--- src/rtl/uart_ctrl.sv ---
// uart_ctrl - bus-side controller for the UART core.
//
// Holds the baud-rate / character-size / control configuration, buffers TX
// and RX bytes in two FIFOs, hands each TX byte to the core with a te
// handshake and captures received bytes on synchronised rx_ready edges.
//
// Ports
//   clk, rst          system clock, asynchronous active-high reset
//   addr/wr_en/rd_en  register bus: 0 UBRR, 1 CTRL, 2 TXDATA, 3 RXDATA, 4 STATUS
//   wdata / rdata     16-bit write data / registered read data (cycle after rd_en)
//   irq               registered interrupt request (RX nonempty / TX drained)
//   UBRR, UCSZ, UCR   configuration to the core; UCR = {rx_enable, te}
//   UDRT              TX byte to the core, stable from LOAD until back in IDLE
//   USR               {rx_ready, tx_ready} from the core, asynchronous to clk
//   UDRR              received byte from the core
module uart_ctrl #(
  parameter int          FIFO_DEPTH = 8,
  parameter int          TIMEOUT    = 200000,
  parameter logic [11:0] UBRR_RST   = 12'd53
) (
  input  logic        clk,
  input  logic        rst,
  input  logic [2:0]  addr,
  input  logic        wr_en,
  input  logic        rd_en,
  input  logic [15:0] wdata,
  output logic [15:0] rdata,
  output logic        irq,
  output logic [11:0] UBRR,
  output logic [3:0]  UCSZ,
  output logic [1:0]  UCR,
  output logic [7:0]  UDRT,
  input  logic [1:0]  USR,
  input  logic [7:0]  UDRR
);

  localparam int AW = $clog2(FIFO_DEPTH);
  localparam int TW = $clog2(TIMEOUT + 1);

  localparam logic [2:0] A_UBRR   = 3'd0;
  localparam logic [2:0] A_CTRL   = 3'd1;
  localparam logic [2:0] A_TXDATA = 3'd2;
  localparam logic [2:0] A_RXDATA = 3'd3;
  localparam logic [2:0] A_STATUS = 3'd4;

  typedef enum logic [1:0] {IDLE, LOAD, WAIT_BUSY, WAIT_DONE} tx_state_t;

  tx_state_t state;
  logic [TW-1:0] timer;
  logic          te;
  logic          rx_en, ie_rx, ie_tx;
  logic          tx_ovf, tx_tmo, rx_ovr;

  // Bus decode; a write in the same cycle suppresses the read entirely.
  logic rd_any, wr_ubrr, wr_ctrl, wr_tx, rd_rx, rd_stat;
  assign rd_any  = rd_en && !wr_en;
  assign wr_ubrr = wr_en && (addr == A_UBRR);
  assign wr_ctrl = wr_en && (addr == A_CTRL);
  assign wr_tx   = wr_en && (addr == A_TXDATA);
  assign rd_rx   = rd_any && (addr == A_RXDATA);
  assign rd_stat = rd_any && (addr == A_STATUS);

  logic unused_wdata;
  assign unused_wdata = ^wdata[15:12];

  // Two-flop synchronisers for the core status lines plus rx edge history.
  logic [1:0] usr_s1, usr_s2;
  logic       rx_q;
  logic       tx_r, rx_r, rx_rise;

  // NOTE: sequential state uses non-blocking assignments so every flop samples
  // pre-edge values, independent of statement order.
  always_ff @(posedge clk or posedge rst) begin
    if (rst) begin
      usr_s1 <= '0;
      usr_s2 <= '0;
      rx_q   <= 1'b0;
    end else begin
      usr_s1 <= USR;
      usr_s2 <= usr_s1;
      rx_q   <= usr_s2[1];
    end
  end

  assign tx_r    = usr_s2[0];
  assign rx_r    = usr_s2[1];
  assign rx_rise = rx_r && !rx_q;

  // FIFO storage and pointers (extra MSB distinguishes full from empty).
  logic [7:0]  tx_mem [FIFO_DEPTH];
  logic [7:0]  rx_mem [FIFO_DEPTH];
  logic [AW:0] tx_wp, tx_rp, rx_wp, rx_rp;
  logic        tx_empty, tx_full, rx_empty, rx_full;
  logic [7:0]  tx_head, rx_head;

  assign tx_empty = (tx_wp == tx_rp);
  assign tx_full  = (tx_wp[AW] != tx_rp[AW]) && (tx_wp[AW-1:0] == tx_rp[AW-1:0]);
  assign rx_empty = (rx_wp == rx_rp);
  assign rx_full  = (rx_wp[AW] != rx_rp[AW]) && (rx_wp[AW-1:0] == rx_rp[AW-1:0]);
  assign tx_head  = tx_mem[tx_rp[AW-1:0]];
  assign rx_head  = rx_mem[rx_rp[AW-1:0]];

  // A UBRR write aborts LOAD before it pops, so the FIFO is left untouched.
  logic tx_pop, tx_push, tx_ovf_set;
  logic rx_pop, rx_req, rx_push, rx_ovr_set, tx_tmo_set;
  assign tx_pop     = (state == LOAD) && !wr_ubrr;
  assign tx_push    = wr_tx && (!tx_full || tx_pop);
  assign tx_ovf_set = wr_tx && tx_full && !tx_pop;
  assign rx_pop     = rd_rx && !rx_empty;
  assign rx_req     = rx_rise && rx_en;
  assign rx_push    = rx_req && (!rx_full || rx_pop);
  assign rx_ovr_set = rx_req && rx_full && !rx_pop;
  assign tx_tmo_set = (state == WAIT_BUSY) && !wr_ubrr && tx_r &&
                      (timer == TW'(TIMEOUT - 1));

  // NOTE: FIFO storage is deliberately not reset; the pointers alone define
  // which entries are valid, and reset-free RAM maps onto memory primitives.
  always_ff @(posedge clk) begin
    if (tx_push) tx_mem[tx_wp[AW-1:0]] <= wdata[7:0];
    if (rx_push) rx_mem[rx_wp[AW-1:0]] <= UDRR;
  end

  always_ff @(posedge clk or posedge rst) begin
    if (rst) begin
      tx_wp <= '0;
      tx_rp <= '0;
      rx_wp <= '0;
      rx_rp <= '0;
    end else begin
      if (tx_push) tx_wp <= tx_wp + (AW+1)'(1);
      if (tx_pop)  tx_rp <= tx_rp + (AW+1)'(1);
      if (rx_push) rx_wp <= rx_wp + (AW+1)'(1);
      if (rx_pop)  rx_rp <= rx_rp + (AW+1)'(1);
    end
  end

  // Sticky flags: a set in the same cycle as the clearing STATUS read wins.
  always_ff @(posedge clk or posedge rst) begin
    if (rst) begin
      tx_ovf <= 1'b0;
      tx_tmo <= 1'b0;
      rx_ovr <= 1'b0;
    end else begin
      tx_ovf <= tx_ovf_set || (tx_ovf && !rd_stat);
      tx_tmo <= tx_tmo_set || (tx_tmo && !rd_stat);
      rx_ovr <= rx_ovr_set || (rx_ovr && !rd_stat);
    end
  end

  // TX sequencer.
  always_ff @(posedge clk or posedge rst) begin
    if (rst) begin
      state <= IDLE;
      te    <= 1'b0;
      timer <= '0;
      UDRT  <= '0;
    end else if (wr_ubrr) begin
      state <= IDLE;
      te    <= 1'b0;
    end else begin
      case (state)
        IDLE: if (!tx_empty && tx_r) state <= LOAD;
        LOAD: begin
          UDRT  <= tx_head;
          te    <= 1'b1;
          timer <= '0;
          state <= WAIT_BUSY;
        end
        WAIT_BUSY: begin
          timer <= timer + TW'(1);
          if (!tx_r) begin
            te    <= 1'b0;
            state <= WAIT_DONE;
          end else if (timer == TW'(TIMEOUT - 1)) begin
            te    <= 1'b0;
            state <= IDLE;
          end
        end
        WAIT_DONE: if (tx_r) state <= IDLE;
        default:   state <= IDLE;
      endcase
    end
  end

  logic        tx_active;
  logic [15:0] status_word;
  assign tx_active   = (state != IDLE);
  assign status_word = {9'b0, tx_active, tx_ovf, tx_tmo, rx_ovr,
                        rx_empty, tx_empty, tx_full};

  // Configuration registers, read mux and interrupt.
  always_ff @(posedge clk or posedge rst) begin
    if (rst) begin
      UBRR  <= UBRR_RST;
      UCSZ  <= 4'd8;
      rx_en <= 1'b0;
      ie_rx <= 1'b0;
      ie_tx <= 1'b0;
      rdata <= '0;
      irq   <= 1'b0;
    end else begin
      if (wr_ubrr) UBRR <= wdata[11:0];
      if (wr_ctrl) begin
        UCSZ  <= wdata[3:0];
        rx_en <= wdata[4];
        ie_rx <= wdata[5];
        ie_tx <= wdata[6];
      end
      if (rd_any) begin
        case (addr)
          A_UBRR:   rdata <= {4'b0, UBRR};
          A_CTRL:   rdata <= {9'b0, ie_tx, ie_rx, rx_en, UCSZ};
          A_RXDATA: rdata <= rx_empty ? 16'h0 : {8'b0, rx_head};
          A_STATUS: rdata <= status_word;
          default:  rdata <= '0;
        endcase
      end
      irq <= (!rx_empty && ie_rx) || (tx_empty && !tx_active && ie_tx);
    end
  end

  assign UCR = {rx_en, te};

endmodule

--- config.mk ---
export PLATFORM = sky130hd
export DESIGN_NAME = uart_ctrl
export DESIGN_NICKNAME = d
export VERILOG_FILES = /design/src/rtl/uart_ctrl.sv
export SDC_FILE = /design/constraint.sdc
export NUM_CORES = 1
export LEC_CHECK = 0
export CAP_MARGIN = 20
export CORE_UTILIZATION = 52
export CTS_BUF_LIST = sky130_fd_sc_hd__clkbuf_16
export CTS_CLUSTER_DIAMETER = 60
export CTS_CLUSTER_SIZE = 12
export DETAILED_ROUTE_END_ITERATION = 12
export GPL_TIMING_DRIVEN = 0
export PLACE_DENSITY = 0.72
export SLEW_MARGIN = 20
export SYNTH_ARGS = -nofsm -noshare
export SYNTH_HDL_FRONTEND = slang
export SYNTH_SLANG_ARGS = --single-unit
--- constraint.sdc ---
create_clock -name clk -period 2.74 [get_ports clk]
set_clock_uncertainty 0.1 [all_clocks]
set_input_delay 0.411 -clock clk [delete_from_list [all_inputs] [get_ports clk]]
set_output_delay 0.411 -clock clk [all_outputs]
set_load 0.005 [all_outputs]
==> results of run 1 <==
[cell usage in the layout (no fill, tap or decap), types with 3 or more instances in the layout]
cell	n
edfxtp_1	128
dfrtp_1	80
nand2_1	73
clkdlybuf4s50_1	67
mux4_2	32
nor2_1	31
a21oi_1	23
clkbuf_16	22
inv_1	21
mux2i_1	19
xnor2_1	17
buf_2	13
o21ai_0	13
xor2_1	12
nand3_1	12
clkbuf_1	10
buf_4	10
mux2_2	9
ha_1	9
nor3_1	7
nand4_1	6
or3_1	6
a22o_1	6
nor3_2	6
dfstp_2	5
nand2b_1	5
o221ai_1	5
and4_1	4
and2_1	4
conb_1	4
buf_6	3
nor4_1	3
o21ai_1	3
nor3b_2	3
nor3b_1	3
[Yosys cell counts (6+ instances only)]
library cell  number  area (µm²)
xor2_1            12         105
nand4_1            6        37.5
mux4_2            32         721
buf_4             10        75.1
mux2_2             9         101
dfrtp_1           80        2000
nor3_1            13        65.1
ha_1               9         113
nand2_1           73         274
nor2_1            32         120
nand3_1           12        60.1
edfxtp_1         128        3840
nor3b_1            7        52.6
or3_1              6        37.5
o21ai_0           13        65.1
inv_1             10        37.5
xnor2_1           17         149
buf_2             12        60.1
a22o_1             6        52.6
clkbuf_1          10        37.5
a21oi_1           23         115
mux2i_1           19         190
[through the flow]
stage	hold WS (ns)	cell area, µm²
2_1_floorplan	0.231	8990
3_3_place_gp	0.241	9930
3_5_place_dp	0.235	10000
4_1_cts	0.232	10700
5_1_grt	0.242	10700
6_report	0.234	10700
[registers in the layout, indices dropped and copies added (netlist names), 2 cells and up]
signal  flops
rdata      12
rx_rp       4
usr_s1      2
UBRR       12
tx_wp       4
rx_mem     64
state       2
UDRT        8
timer      18
tx_rp       4
tx_mem     64
usr_s2      2
UCSZ        4
rx_wp       4
[layout make-up]
type	instances	area [µm²]
buffer	36	210
clock buffer	22	551
clock inverter	17	82.6
fill	1234	6040
inverter	10	40.0
multi-input combinational	350	2830
sequential	213	5980
tap	220	275
timing repair buffer	69	696
[layer usage]
| layer | share of wire, % | track usage, % |
|---|---|---|
| met5 | 0 | 0 |
| met4 | 1.6 | 4.80 |
| met3 | 4.3 | 3.46 |
| met2 | 50 | 37.2 |
| met1 | 44 | 30.1 |
[power breakdown]
part | leakage, µW | internal (µW) | switching (µW)
Combinational | 0.00142 | 1340 | 1440
Sequential | 0.00223 | 3780 | 233
Clock | 0.000356 | 1460 | 1170
Total | 0.00401 | 6570 | 2840
[worst paths after layout]
path,start,to
max,addr[0],rx_mem[2][7]
min in group clk,USR[1],usr_s1[1]
max in group asynchronous,rst,UBRR[4]
min reg2reg,usr_s1[1],usr_s2[1]
min,rst,tx_rp[1]
max reg2reg,rx_wp[1],rx_mem[2][7]
[logic make-up (layout without fill, tap and decap cells)]
family,Yosys count,after routing
buffers and inverters,46,154
adders and majority gates,9,9
and+or+nand+nor,184,184
AOI/OAI and AO/OA,64,64
other,1,4
DFF,213,213
muxes,60,60
xor gates and xnor gates,29,29
[worst register-to-register path, stage by stage (launching register included)]
cell and delay (ns):
dfrtp_1 0.35, buf_2 0.27, xor2_1 0.23, nor3_1 0.14
a31oi_4 0.25, nand2b_1 0.25, nor3b_2 0.65
[timing repair]
item / CTS / global route
hold endpoints to repair: 0 / 0
endpoints found under the setup margin: 0 / 84
resized for setup: 0 / 2
==> flow_metrics.tcl, run 1 <==
set metrics [dict create \
    status "finished, final reports clean" \
    rrSetupSlack_ns 0.13 \
    ys_ff_latch 213 \
    cts_made_buffers 22 \
    fin_util_pct 63.8 \
    drt_wl_total_um 18600 \
    critPathCaptureType "register" \
    rows 47 \
    min-delay-path-class "in2async" \
    synth_area_um2 8980 \
    fmax_ghz 0.366 \
    critical_path_class "in2reg" \
    clockBufferDepth 3 \
    cap_viol_max_count 0 \
    ys_async_sr_fraction_pct 39.9 \
    synth_warnings 0 \
    synth_top_family_by_area "multiplexers" \
    postCtsHoldBufs 0 \
    crit_path_top_delay_cell "nor3b_2" \
    path_buf_inv 2 \
    antenna_found_initial 0 \
    worst_slack_ns 0.00411 \
    slowest_delay_ns 0.65 \
    place_inst 898 \
    fin_cells 937 \
    grt.overflow.total 0 \
    io_pins 76 \
    drc 0 \
    synth_adder_area_share_pct 1.25 \
    cp_max_fo 8 \
    grt_first_pass_wirelength_um 30000 \
    fp.dieW_um 133 \
    ys_seq_area_share_pct 66.6 \
    worst_slew_pin_slew_ns 0.948 \
    portBuffers 67 \
    critical_path.cell_chain "clkdlybuf4s50_1 > nor2b_1 > buf_4 > nand4b_4 > a31oi_4 > nand2b_1 > nor3b_2" \
    hold_viol 0 \
    grt_use_total_pct 21.9 \
    start_util_pct 53.8 \
    fin_tns_setup_ns 0 \
    rsz0062_at_grt "true" \
    root_buffer "clkbuf_16" \
    globalplace.congestion 0.844 \
    required_ns 2.77 \
    power.density_nw_per_um2 883 \
    fp.dieH_um 133 \
    ys.flop_type "edfxtp_1" \
    arrival_ns 2.77 \
    synth_compound_area_share_pct 4.71 \
    viasPerCell 5.68 \
    dp_hpwl_um 12800 \
    die_area_um2 17800 \
    syn_area_per_cell_um2 14.8 \
    nets 744 \
    antenna_cells 0 \
    vias 5321 \
    htreeDepth 1 \
    ant_nets 0 \
    cp-start-kind "primary input" \
    cts_tree "done" \
    clock_latency_ns 0.50 \
    rr_worst_depth 6 \
    peakVddDrop_mv 0.543 \
    yosys.area_share.simple_pct 10.6 \
    wl_per_cell_um 19.8 \
    fin_crit_sh_pct 99.8 \
    grt_start_max_net_pins 45 \
    synth_xor_xnor_area_share_pct 2.83 \
    muxShareOfSynthArea_pct 11.3 \
    drtIter0Drc 370 \
    yosysUniqueCellTypes 56 \
    crit_cells 7 \
    drive_above_1_share_pct 16.9 \
    setup_violations 0 \
    clock_sinks 213 \
    p_leak_uw 0.00401 \
    cts_setup_buffers 0 \
    slew_headroom_pct 36.2 \
    fin_crit_ns 2.74 \
    syn2layout_area_growth_pct 18.7 \
    path_clk_slew_ns 0.06 \
    slew_violations 0 \
    post-place-ws_ns -0.497 \
    path_delay_family "simple AND/OR/NAND/NOR gates" \
    drt_pass1_iterations 7 \
    synth_edf_count 128 \
    p_total_uw 9420 \
    grt_pass1_vias 5481 \
    synthCells 606 \
    coreArea_um2 16700 \
]
No activity file was read; power rests on OpenSTA's default activity.
==> run 2: changes to the inputs <==
--- a/config.mk
+++ b/config.mk
@@ -12,8 +12,9 @@
 export CTS_CLUSTER_SIZE = 12
 export DETAILED_ROUTE_END_ITERATION = 12
 export GPL_TIMING_DRIVEN = 0
+export MAX_ROUTING_LAYER = met4
 export PLACE_DENSITY = 0.72
-export SLEW_MARGIN = 20
+export SLEW_MARGIN = 5
 export SYNTH_ARGS = -nofsm -noshare
 export SYNTH_HDL_FRONTEND = slang
 export SYNTH_SLANG_ARGS = --single-unit
==> run 2 against run 1 <==
  * Clock power is 5% lower
  * Critical path depth grew 1
  * Sequential power about the same
  * Hold slack got worse by 0.0055 ns
  * Utilization increased by 0.20 points
  * Die area is the same
  * Wire length down 0.73%
  * Final cell count is 0.96% higher
  * Combinational power barely moved
  * Maximum frequency increased by 3.8%
  * Final area is 0.32% higher
==> flow_metrics.tcl, run 2 (same netlist as run 1, synthesis figures left out) <==
set metrics [dict create \
    status "finished, final reports clean" \
    rr_startpoint "tx_wp[2]" \
    fin_crit_sh_pct 96.2 \
    cts_tree "done" \
    vias 5357 \
    critical_path.cell_chain "clkdlybuf4s50_1 > nor2b_1 > buf_4 > nand4b_4 > a31oi_4 > nand2b_1 > nor3b_2 > buf_4" \
    required_ns 2.85 \
    p_leak_uw 0.00405 \
    min-delay-path-class "in2async" \
    fin_tns_setup_ns 0 \
    fmax_ghz 0.379 \
    antenna_found_initial 0 \
    cts_setup_buffers 0 \
    portBuffers 67 \
    globalplace.congestion 0.858 \
    final_area_um2 10700 \
    critPathLaunch "addr[0]" \
    crit_path_top_delay_cell "clkdlybuf4s50_1" \
    crit_end "rx_mem[4][7]" \
    power.density_nw_per_um2 869 \
    worst_slew_pin_slew_ns 0.954 \
    arrival_ns 2.74 \
    hold_viol 0 \
    antenna_cells 0 \
    nets 753 \
    ant_nets 0 \
    critical_path_class "in2reg" \
    cts_made_buffers 21 \
    io_pins 76 \
    clock_sinks 213 \
    postCtsHoldBufs 0 \
    placed_area_um2 10000 \
    htreeDepth 1 \
    die_area_um2 17800 \
    wl_per_cell_um 19.5 \
    rows 47 \
    whs_ns 0.229 \
    coreArea_um2 16700 \
    drt_wl_total_um 18400 \
    syn2layout_area_growth_pct 19.1 \
    dp_hpwl_um 12900 \
    clockBufferDepth 3 \
    drtIter0Drc 323 \
    drc 0 \
    rrSetupSlack_ns 0.22 \
    drt_pass1_iterations 5 \
    rr_endpoint "tx_mem[6][1]" \
    slowest_delay_ns 0.63 \
    setup_violations 0 \
    clock_latency_ns 0.49 \
    peakVddDrop_mv 0.578 \
    layout_common_cells "edfxtp_1, dfrtp_1, nand2_1" \
    nFillCells 1240 \
    critPathCaptureType "register" \
    grt.overflow.total 0 \
    viasPerCell 5.66 \
    fin_crit_ns 2.64 \
    cap_viol_max_count 0 \
    root_buffer "clkbuf_16" \
    cp_common_cell "buf_4" \
    path_clk_slew_ns 0.06 \
    grt_use_total_pct 22.4 \
    rr_worst_depth 6 \
    grt_first_pass_wirelength_um 29600 \
    slew_headroom_pct 35.8 \
    final_common_cell "edfxtp_1" \
    cp-start-kind "primary input" \
    fp.dieW_um 133 \
    slew_violations 0 \
    rsz0062_at_grt "true" \
    grt_pass1_vias 5476 \
    grt_start_max_net_pins 45 \
    start_util_pct 53.8 \
    fp.dieH_um 133 \
    drive_above_1_share_pct 17.9 \
    cp_max_fo 8 \
]
## run 2: cell types whose count changed in the layout (fill, tap and decap cells not counted), sizes merged
cell	previous run	this run
inv	24	27
clkbuf	32	31
clkinv	3	0
buf	28	38
## run 2: critical path, delay by kind of cell
family                 cells  cell delay (ns)
AO/OA/AOI/OAI              1             0.32
AND/OR/NAND/NOR            4             0.95
buffers and inverters      3             1.06
## run 2: area by class of cell
cell class                 instances  area, µm²  area share [%]
clock buffer                      21        526            4.91
multi-input combinational        350       2830            26.5
inverter                          10       40.0           0.374
buffer                            36        210            1.97
timing repair buffer              79        766            7.16
sequential                       213       5980            55.9
clock inverter                    17       68.8           0.644
tap                              220        275            2.57
## run 2: how the worst min path moves through the flow
stage | endpoint | startpoint
after floorplan | usr_s2[0] | usr_s1[0]
after global placement | usr_s2[1] | usr_s1[1]
after detailed placement | usr_s2[1] | usr_s1[1]
after CTS | UDRT[5] | rst
after global routing | usr_s1[0] | USR[0]
final | UDRT[5] | rst
## run 2: per-layer routing
metal | wire [µm] | global-route usage, % | vias to the layer above
met4 | 399 | 6.50 | 0
met2 | 9160 | 35.9 | 154
met5 | 0 | - | -
met1 | 7790 | 29.7 | 2709
li1 | - | - | 2463
met3 | 1090 | 3.88 | 31
## run 2: what timing repair did
item                       in CTS  in global routing
pin swaps                       0                  0
resized for setup               4                  9
setup endpoints to repair      26                 70
## run 2: through the flow
stage          total power [µW]  std cells  util (%)  setup slack [ns]
5_1_grt                    9760        946      64.0           -0.0188
2_1_floorplan              5880        609         -            0.0438
4_1_cts                    9370        946      63.8           -0.0602
3_5_place_dp               6830        908      60.1            -0.632
6_report                   9290        946      64.0             0.103
3_3_place_gp               6710        896      59.5             -1.29
## run 2: report_power, final
part / internal (µW) / switching, µW / leakage (µW) / total [µW]
Clock: 1380 / 1130 / 0.000347 / 2510
Sequential: 3780 / 227 / 0.00223 / 4010
Combinational: 1340 / 1430 / 0.00147 / 2770
